--- config.mk ---
export PLATFORM = sky130hd
export DESIGN_NAME = hub75_rx
export DESIGN_NICKNAME = d
export VERILOG_FILES = /design/src/rtl/hub75_rx.sv
export SDC_FILE = /design/constraint.sdc
export NUM_CORES = 1
export LEC_CHECK = 0
export ABC_CLOCK_PERIOD_IN_PS = 1700
export CELL_PAD_IN_SITES_DETAIL_PLACEMENT = 0
export CELL_PAD_IN_SITES_GLOBAL_PLACEMENT = 1
export CORE_AREA = 4 4 197 199
export DETAILED_ROUTE_END_ITERATION = 8
export DIE_AREA = 0 0 201 203
export GPL_TIMING_DRIVEN = 0
export PLACE_DENSITY = 0.72
export SETUP_SLACK_MARGIN = 0.5
export SYNTH_ARGS = -nofsm -noshare
export SYNTH_HDL_FRONTEND = slang
export SYNTH_SLANG_ARGS = --single-unit
export TNS_END_PERCENT = 5
--- constraint.sdc ---
create_clock -name clk -period 1.7 [get_ports clk]
set_clock_uncertainty 0.2 [all_clocks]
set_input_delay 0.255 -clock clk [delete_from_list [all_inputs] [get_ports clk]]
set_output_delay 0.255 -clock clk [all_outputs]
set_load 0.02 [all_outputs]
--- src/rtl/hub75_rx.sv ---
// HUB75 panel-side receiver: oversamples the driver's pins, rebuilds each shifted row and
// streams it out as per-pixel valid/ready writes, flagging short rows and early latches.
module hub75_rx #(
  parameter int unsigned WIDTH = 32,
  parameter int unsigned ROWS  = 8,
  parameter int unsigned ABW   = 3,
  parameter int unsigned CW    = 5
) (
  input  logic           clk,
  input  logic           reset,
  input  logic           hub_clk,
  input  logic           hub_lat,
  input  logic           hub_oe,
  input  logic [ABW-1:0] hub_abc,
  input  logic [5:0]     hub_rgb,
  output logic           wr_valid,
  input  logic           wr_ready,
  output logic [ABW-1:0] wr_row,
  output logic [CW-1:0]  wr_col,
  output logic [5:0]     wr_data,
  output logic           row_done,
  output logic           frame_done,
  output logic [ABW-1:0] lit_row,
  output logic           len_err,
  output logic           overrun_err,
  input  logic           err_clear
);

  localparam int unsigned SW = ABW + 9;
  localparam logic [CW:0] CNT_FULL = (CW + 1)'(WIDTH);
  localparam logic [CW:0] CNT_SAT = (CW + 1)'(WIDTH + 1);
  localparam logic [CW-1:0] COL_LAST = CW'(WIDTH - 1);
  localparam logic [ABW-1:0] ROW_LAST = ABW'(ROWS - 1);

  typedef enum logic {StIdle, StDrain} state_e;

  state_e r_state, w_state_next;

  // All pins share one synchronizer so data, address and oe stay aligned with the strobes.
  logic [SW-1:0] r_s1, r_s2;
  logic [1:0]    r_s3;

  logic [WIDTH*6-1:0] r_sr, r_buf, w_sr_next;
  logic [CW:0]        r_cnt, w_cnt_inc;
  logic [CW-1:0]      r_col;
  logic [ABW-1:0]     r_row, r_lit;
  logic               r_len_err, r_ovr_err;

  logic           w_clk_rise, w_lat_rise, w_oe, w_hs, w_last, w_accept;
  logic [ABW-1:0] w_abc;
  logic [5:0]     w_rgb;

  assign w_clk_rise = r_s2[SW-1] & ~r_s3[1];
  assign w_lat_rise = r_s2[SW-2] & ~r_s3[0];
  assign w_oe       = r_s2[SW-3];
  assign w_abc      = r_s2[ABW+5:6];
  assign w_rgb      = r_s2[5:0];

  // First-shifted pixel migrates up to column WIDTH-1.
  assign w_sr_next = w_clk_rise ? {r_sr[WIDTH*6-7:0], w_rgb} : r_sr;
  assign w_cnt_inc = (w_clk_rise && r_cnt != CNT_SAT) ? r_cnt + 1'b1 : r_cnt;

  assign wr_valid   = (r_state == StDrain);
  assign w_hs       = wr_valid & wr_ready;
  assign w_last     = (r_col == COL_LAST);
  assign row_done   = w_hs & w_last;
  assign frame_done = row_done & (r_row == ROW_LAST);

  assign wr_row      = r_row;
  assign wr_col      = r_col;
  assign wr_data     = r_buf[int'(r_col)*6 +: 6];
  assign lit_row     = r_lit;
  assign len_err     = r_len_err;
  assign overrun_err = r_ovr_err;

  always_comb begin
    w_state_next = r_state;
    w_accept     = 1'b0;
    unique case (r_state)
      StIdle: begin
        if (w_lat_rise) begin
          w_accept     = 1'b1;
          w_state_next = StDrain;
        end
      end
      StDrain: begin
        if (w_hs && w_last) w_state_next = StIdle;
      end
    endcase
  end

  always_ff @(posedge clk) begin
    if (reset) begin
      r_state   <= StIdle;
      r_s1      <= '0;
      r_s2      <= '0;
      r_s3      <= '0;
      r_sr      <= '0;
      r_buf     <= '0;
      r_cnt     <= '0;
      r_col     <= '0;
      r_row     <= '0;
      r_lit     <= '0;
      r_len_err <= 1'b0;
      r_ovr_err <= 1'b0;
    end else begin
      r_state <= w_state_next;
      r_s1    <= {hub_clk, hub_lat, hub_oe, hub_abc, hub_rgb};
      r_s2    <= r_s1;
      r_s3    <= r_s2[SW-1:SW-2];
      r_sr    <= w_sr_next;

      // Accepted latch takes the same-cycle shift, and its count reset overrides the increment.
      if (w_accept) begin
        r_buf <= w_sr_next;
        r_row <= w_abc;
        r_cnt <= '0;
      end else begin
        r_cnt <= w_cnt_inc;
      end

      if (w_accept) r_col <= '0;
      else if (w_hs) r_col <= w_last ? '0 : r_col + 1'b1;

      if (w_oe) r_lit <= w_abc;

      if (err_clear) begin
        r_len_err <= 1'b0;
        r_ovr_err <= 1'b0;
      end else begin
        if (w_accept && w_cnt_inc != CNT_FULL) r_len_err <= 1'b1;
        if (w_lat_rise && r_state == StDrain) r_ovr_err <= 1'b1;
      end
    end
  end

endmodule

==> results.cfg, run 1 <==
[synth]
syn_area_mm2 = 0.0157
yosysUniqueCellTypes = 38
avgSynthCellArea_um2 = 9.57
synth.net_count = 1662
synth-seq-area-share_pct = 54.8
syn_inst = 1642
yosysWarnings = 0
synth_edf_count = 0
synth_top_flop_cell = dfxtp_1
ys_ff_latch = 430
async_flop_share_pct = 0

[die]
fp.coreArea_mm2 = 0.0372
fp.dieH_um = 203
die_w_um = 201
num_io_pins = 38
start_util_pct = 42.2
rows = 71
die-area_mm2 = 0.0408

[global_routing]
grt_pass1_wl_um = 67400
grt_usage_pct = 20.4
grt-ovfl-total = 0
grt_pass1_vias = 12200
grt_start_max_net_pins = 14
antenna_found_initial = 0

[drt]
drtAntennaViolNets = 0
first_iter_violations = 655
vias_per_cell = 5.38
drt_pass1_iterations = 7
drt_wl_total_um = 42900
drc = 0
via_count = 12100
wl_per_cell_um = 19.0

[cells_and_area]
areaGrowthSynthToFinish_pct = 30.1
mostFrequentLayoutCell = dfxtp_1
fill_cells = 3311
nNetsFinal = 1773
multi_input_area_mm2 = 0.00764
seqCellArea_mm2 = 0.00865
drive_above_1_share_pct = 31.2
diodes = 0
final_cell_mix = dfxtp_1, nand2_1, o22a_1

[clock_tree]
insertion_delay_ns = 0.54
cts_tree = built
cts_hold_buf = 0
h-tree-depth = 2
path_clk_slew_ns = 0.06
cts_buffers = 45
cts.sinks = 430
cts-root-buf = clkbuf_16
clock_path_buffers = 3

[placed_design]
io_buffers = 37
hpwl_um = 29900
place.gp.congestion = 0.827
dp_slack_ns = -1.17

[power_and_ir_drop]
p_total_mw = 21.2
power.leakage_nw = 8.11
cellPowerDensity_mw_per_mm2 = 1040
irDropWorstVdd_v = 0.000629

[sta]
max_slew_margin_pct = 76.3
tns_ns = -9.28
setup_ws_ns = -1.05
worst_pin_slew_ns = 0.354
setup_viol_count_final = 13
report.final.slew_viol_count = 0
clock.fmax_mhz = 363
rsz0062_at_grt = true
final-hold-violation-count = 0
finalCritPeriodShare_pct = 162
layout_min_cycle_time_ns = 2.75

[critical_path]
path_max_fanout = 8
rr_worst_depth = 9
r2r_start = wr_col[1]$_SDFFE_PP0P_
cp.required_ns = 1.24
cp-startpoint = wr_col[1]$_SDFFE_PP0P_
critPathKind = reg2out
startpoint_type = flop
worst_ep_arrival_time_ns = 2.30
setup.worst_path.end_class = primary output

[run]
drv_cap = 0

[min_path]
hold_path_depth = 2
min_from = hub_clk
hold_class = in2reg

[outcome]
outcome = finished, violations left
violations = negative setup slack
-- stage by stage --
step / hold WS [ns] / instance area [µm²] / instances / util [%]
2_1_floorplan: 0.183 / 16000 / 1642 / -
3_3_place_gp: 0.217 / 16900 / 2153 / 45.5
5_1_grt: 0.0697 / 20400 / 2257 / 54.9
4_1_cts: 0.0538 / 19600 / 2243 / 52.6
6_report: 0.0751 / 20400 / 2257 / 54.9
3_5_place_dp: 0.223 / 16900 / 2153 / 45.5
-- synthesized netlist by cell type, types with 2 or more instances --
cell	n	area share [%]
buf_1	5	0.12
xnor2_1	3	0.17
buf_2	60	1.9
or2_2	3	0.12
dfxtp_1	430	55
a21oi_1	202	6.4
buf_6	5	0.36
o22a_1	192	11
nor2_1	24	0.57
inv_1	3	0.072
nand2b_1	5	0.20
a21oi_2	10	0.56
a31oi_1	8	0.32
and3_1	3	0.12
clkbuf_1	38	0.91
o21ai_0	2	0.064
mux2i_1	103	6.6
a22oi_1	24	1.1
nor2b_1	28	1.1
nand4_1	7	0.28
a22o_1	12	0.67
nand2_1	403	9.6
a211oi_1	2	0.096
ha_1	4	0.32
nor3_1	8	0.25
nand3_1	18	0.57
buf_4	29	1.4
-- layer usage --
| metal | track usage (%) | wire (µm) | vias up |
|---|---|---|---|
| met3 | 3.71 | 1680 | 59 |
| li1 | - | - | 6000 |
| met4 | 4.92 | 779 | 0 |
| met1 | 27.9 | 20400 | 5894 |
| met5 | 0 | 0 | - |
| met2 | 33.8 | 20100 | 179 |
-- layout make-up --
class | instances | share of cell area [%]
Buffer | 137 | 7.12
Clock buffer | 65 | 6.41
Clock inverter | 12 | 0.428
Inverter | 3 | 0.0551
Multi-Input combinational cell | 1072 | 37.4
Sequential cell | 430 | 42.3
Tap cell | 474 | 2.90
Timing Repair Buffer | 64 | 3.39
-- sequential cells by signal, summed over array words and instances (netlist names) --
signal and cells:
len_err 1, r_sr 192, wr_row 3, lit_row 3, wr_valid 1, r_s2 12
r_s3 2, wr_col 5, r_buf 192, r_s1 12, overrun_err 1, r_cnt 6
-- path summary, 6_finish.rpt --
kind                                               end  slack, ns
worst max-delay path                        wr_data[1]      -1.05
worst min-delay path               r_s1[11]$_SDFF_PP0_       0.08
worst max register to register  wr_col[3]$_SDFFE_PP0P_      -0.55
worst min register to register      r_s2[8]$_SDFF_PP0_       0.23
-- where the power goes --
part / internal, mW / total, mW / leakage [nW] / switching (mW)
Combinational: 0.608 / 1.33 / 3.91 / 0.725
Clock: 5.47 / 9.37 / 0.698 / 3.89
Sequential: 10.3 / 10.5 / 3.50 / 0.181
Total: 16.4 / 21.2 / 8.11 / 4.80
-- what timing repair did --
item | in CTS | in global routing
gates cloned | 2 | 1
pin swaps | 62 | 116
setup buffers | 11 | 13
gates resized for setup | 446 | 213
setup endpoints to repair | 452 | 451
-- critical path: stages, from the launching register on --
cell     delay [ns]
dfxtp_4        0.36
buf_12         0.13
buf_12         0.13
buf_12         0.15
buf_4          0.16
mux2i_2        0.15
a22oi_1        0.22
nand3_1        0.15
nand3_2        0.13
buf_4          0.15
-- cell families after synthesis --
kind of cell | count (synthesis) | synth area share, %
and+or+nand+nor | 506 | 13.2
xor gates and xnor gates | 4 | 0.223
buffers and inverters | 140 | 4.75
DFF | 430 | 54.8
adders and majority gates | 4 | 0.318
muxes | 103 | 6.56
AOI/OAI and AO/OA | 455 | 20.1
Note: power is estimated with default switching activity, not from simulation.
==> run 2, diff against run 1 <==
SETUP_SLACK_MARGIN = default   (was 0.5)
==> run 2 against run 1 <==
Net effect: the run still ends with negative setup slack left; sequential share of layout area up 1.3 points; combinational power decreased by 9%; register-to-register slack gained 0.13 ns; worst hold slack worse by 0.015 ns; design area decreased by 3.2%; global-route usage hardly changed; sequential power is essentially flat; setup slack improved by 0.0015 ns; power is 4.6% higher; first-iteration DRC count rose by 15%; core utilization down 1.8 points; die area unchanged; critical path type unchanged; largest cell class unchanged; highest routed layer unchanged.
==> results.cfg, run 2 (synthesized netlist as in run 1, its figures left out) <==
[outcome]
outcome = finished, violations left
violations = negative setup slack

[critical_path]
rr_worst_depth = 8
r2r_slack_ns = -0.42
critPathKind = reg2out
setup.worst_path.end_class = primary output
setup.worst_path.end = wr_data[1]
worst_ep_arrival_time_ns = 2.29
cp-startpoint = wr_col[1]$_SDFFE_PP0P_
r2r_start = wr_col[1]$_SDFFE_PP0P_
cp.required_ns = 1.24
path_max_fanout = 10
r2r-end = wr_col[2]$_SDFFE_PP0P_
startpoint_type = flop

[sta]
report.final.slew_viol_count = 0
finalCritPeriodShare_pct = 162
setup_viol_count_final = 24
rsz0062_at_grt = true
tns_ns = -9.08
holdWs_ns = 0.0605
clock.fmax_mhz = 364
final-hold-violation-count = 0
setup_ws_ns = -1.05
max_slew_margin_pct = 62.9
layout_min_cycle_time_ns = 2.75
worst_pin_slew_ns = 0.557

[die]
fp.dieH_um = 203
start_util_pct = 42.2
die-area_mm2 = 0.0408
num_io_pins = 38
rows = 71
die_w_um = 201
fp.coreArea_mm2 = 0.0372

[clock_tree]
insertion_delay_ns = 0.55
cts.sinks = 430
h-tree-depth = 2
path_clk_slew_ns = 0.06
cts-root-buf = clkbuf_16
cts_buffers = 45
cts_tree = built
cts_hold_buf = 0
clock_path_buffers = 3

[cells_and_area]
areaGrowthSynthToFinish_pct = 25.9
fin_cells = 2260
mostFrequentLayoutCell = dfxtp_1
final_cell_mix = dfxtp_1, nand2_1, o22a_1
top_regs = r_buf (192), r_sr (192)
drive_above_1_share_pct = 23.2
diodes = 0
fin_util_pct = 53.2
nNetsFinal = 1772
fill_cells = 3369

[global_routing]
grt.busiest_layer = met2
grt_pass1_vias = 12200
antenna_found_initial = 0
met3_usage_pct = 3.10
grt_pass1_wl_um = 67500
use_met1_pct = 28.3
grt_start_max_net_pins = 15
grt-ovfl-total = 0
grt_usage_pct = 20.4
met2_usage_pct = 34.1

[placed_design]
place_inst = 2153
io_buffers = 37
hpwl_um = 30100
place.gp.congestion = 0.841

[drt]
drtAntennaViolNets = 0
first_iter_violations = 756
drt_wl_total_um = 42800
vias_per_cell = 5.38
drc = 0
via_count = 12200
wl_per_cell_um = 18.9
drt_pass1_iterations = 5

[power_and_ir_drop]
p_int_mw = 17.3
power.leakage_nw = 7.94
sequentialPowerShare_pct = 47.4
p_clk_share_pct = 47.2
pwr-share-comb_pct = 5.5
irDropWorstVdd_v = 0.000612
cellPowerDensity_mw_per_mm2 = 1120
switching_share_pct = 22.1
p_total_mw = 22.2
power_switching_mw = 4.90

[min_path]
hold_class = in2reg

[run]
drv_cap = 0
run 2: cell count changes in the layout (fill, tap and decap cells not counted), sizes merged:
cell | before | now
clkbuf | 93 | 108
bufinv | 1 | 8
clkdlybuf4s15 | 0 | 4
clkinv | 10 | 9
inv | 3 | 5
clkinvlp | 1 | 2
buf | 158 | 133
run 2: critical path, cell delays in order, from the launching register on:
cell and delay (ns):
dfxtp_4 0.36, buf_12 0.12, buf_6 0.22, mux2i_4 0.31, a21oi_1 0.16, a31oi_4 0.25
nand3_2 0.15, buf_6 0.16
run 2: metal layers:
layer	share of wire (%)	up-vias
met5	0	-
met4	1.7	0
met3	4.2	55
met2	47	194
met1	48	5926
li1	-	5994
run 2: worst min path at each step:
| stage | from | to | slack, ns | cells after the start |
|---|---|---|---|---|
| 5_1_grt | hub_abc[1] | r_s1[7]$_SDFF_PP0_ | 0.05 | 2 |
| 2_1_floorplan | hub_rgb[0] | r_s1[0]$_SDFF_PP0_ | 0.18 | 1 |
| 6_report | hub_abc[0] | r_s1[6]$_SDFF_PP0_ | 0.06 | 2 |
| 3_3_place_gp | r_s1[11]$_SDFF_PP0_ | r_s2[11]$_SDFF_PP0_ | 0.22 | 1 |
| 3_5_place_dp | r_s1[3]$_SDFF_PP0_ | r_s2[3]$_SDFF_PP0_ | 0.23 | 1 |
| 4_1_cts | hub_abc[0] | r_s1[6]$_SDFF_PP0_ | 0.05 | 2 |
run 2: layout make-up:
cell class / instances / area [µm²] / area share, %
buffer: 136 / 1140 / 5.77
clock buffer: 60 / 1260 / 6.38
clock inverter: 21 / 318 / 1.61
inverter: 3 / 11.3 / 0.0569
multi-input combinational: 1072 / 7170 / 36.2
sequential: 430 / 8630 / 43.6
tap: 474 / 593 / 3.00
timing repair buffer: 64 / 658 / 3.33
run 2: what timing repair did:
item / 4_1_cts / 5_1_grt
pin swaps: 17 / 24
resized for setup: 298 / 121
gates cloned: 1 / 0
setup buffers: 17 / 10
setup endpoints to repair: 386 / 259
run 2: power by group through the flow:
stage | registers [mW] | logic [mW] | clock network, mW
2_1_floorplan | 10.7 | 0.720 | 0
3_3_place_gp | 10.7 | 1.05 | 0
3_5_place_dp | 10.7 | 1.06 | 0
4_1_cts | 10.5 | 1.17 | 10.7
5_1_grt | 10.5 | 1.31 | 11.1
6_report | 10.5 | 1.21 | 10.5
run 2: metrics by stage:
step | setup WS (ns) | instance area [µm²]
5_1_grt | -1.11 | 19800
6_report | -1.05 | 19800
2_1_floorplan | -0.132 | 15800
4_1_cts | -1.02 | 19400
3_5_place_dp | -1.18 | 16800
3_3_place_gp | -1.17 | 16800
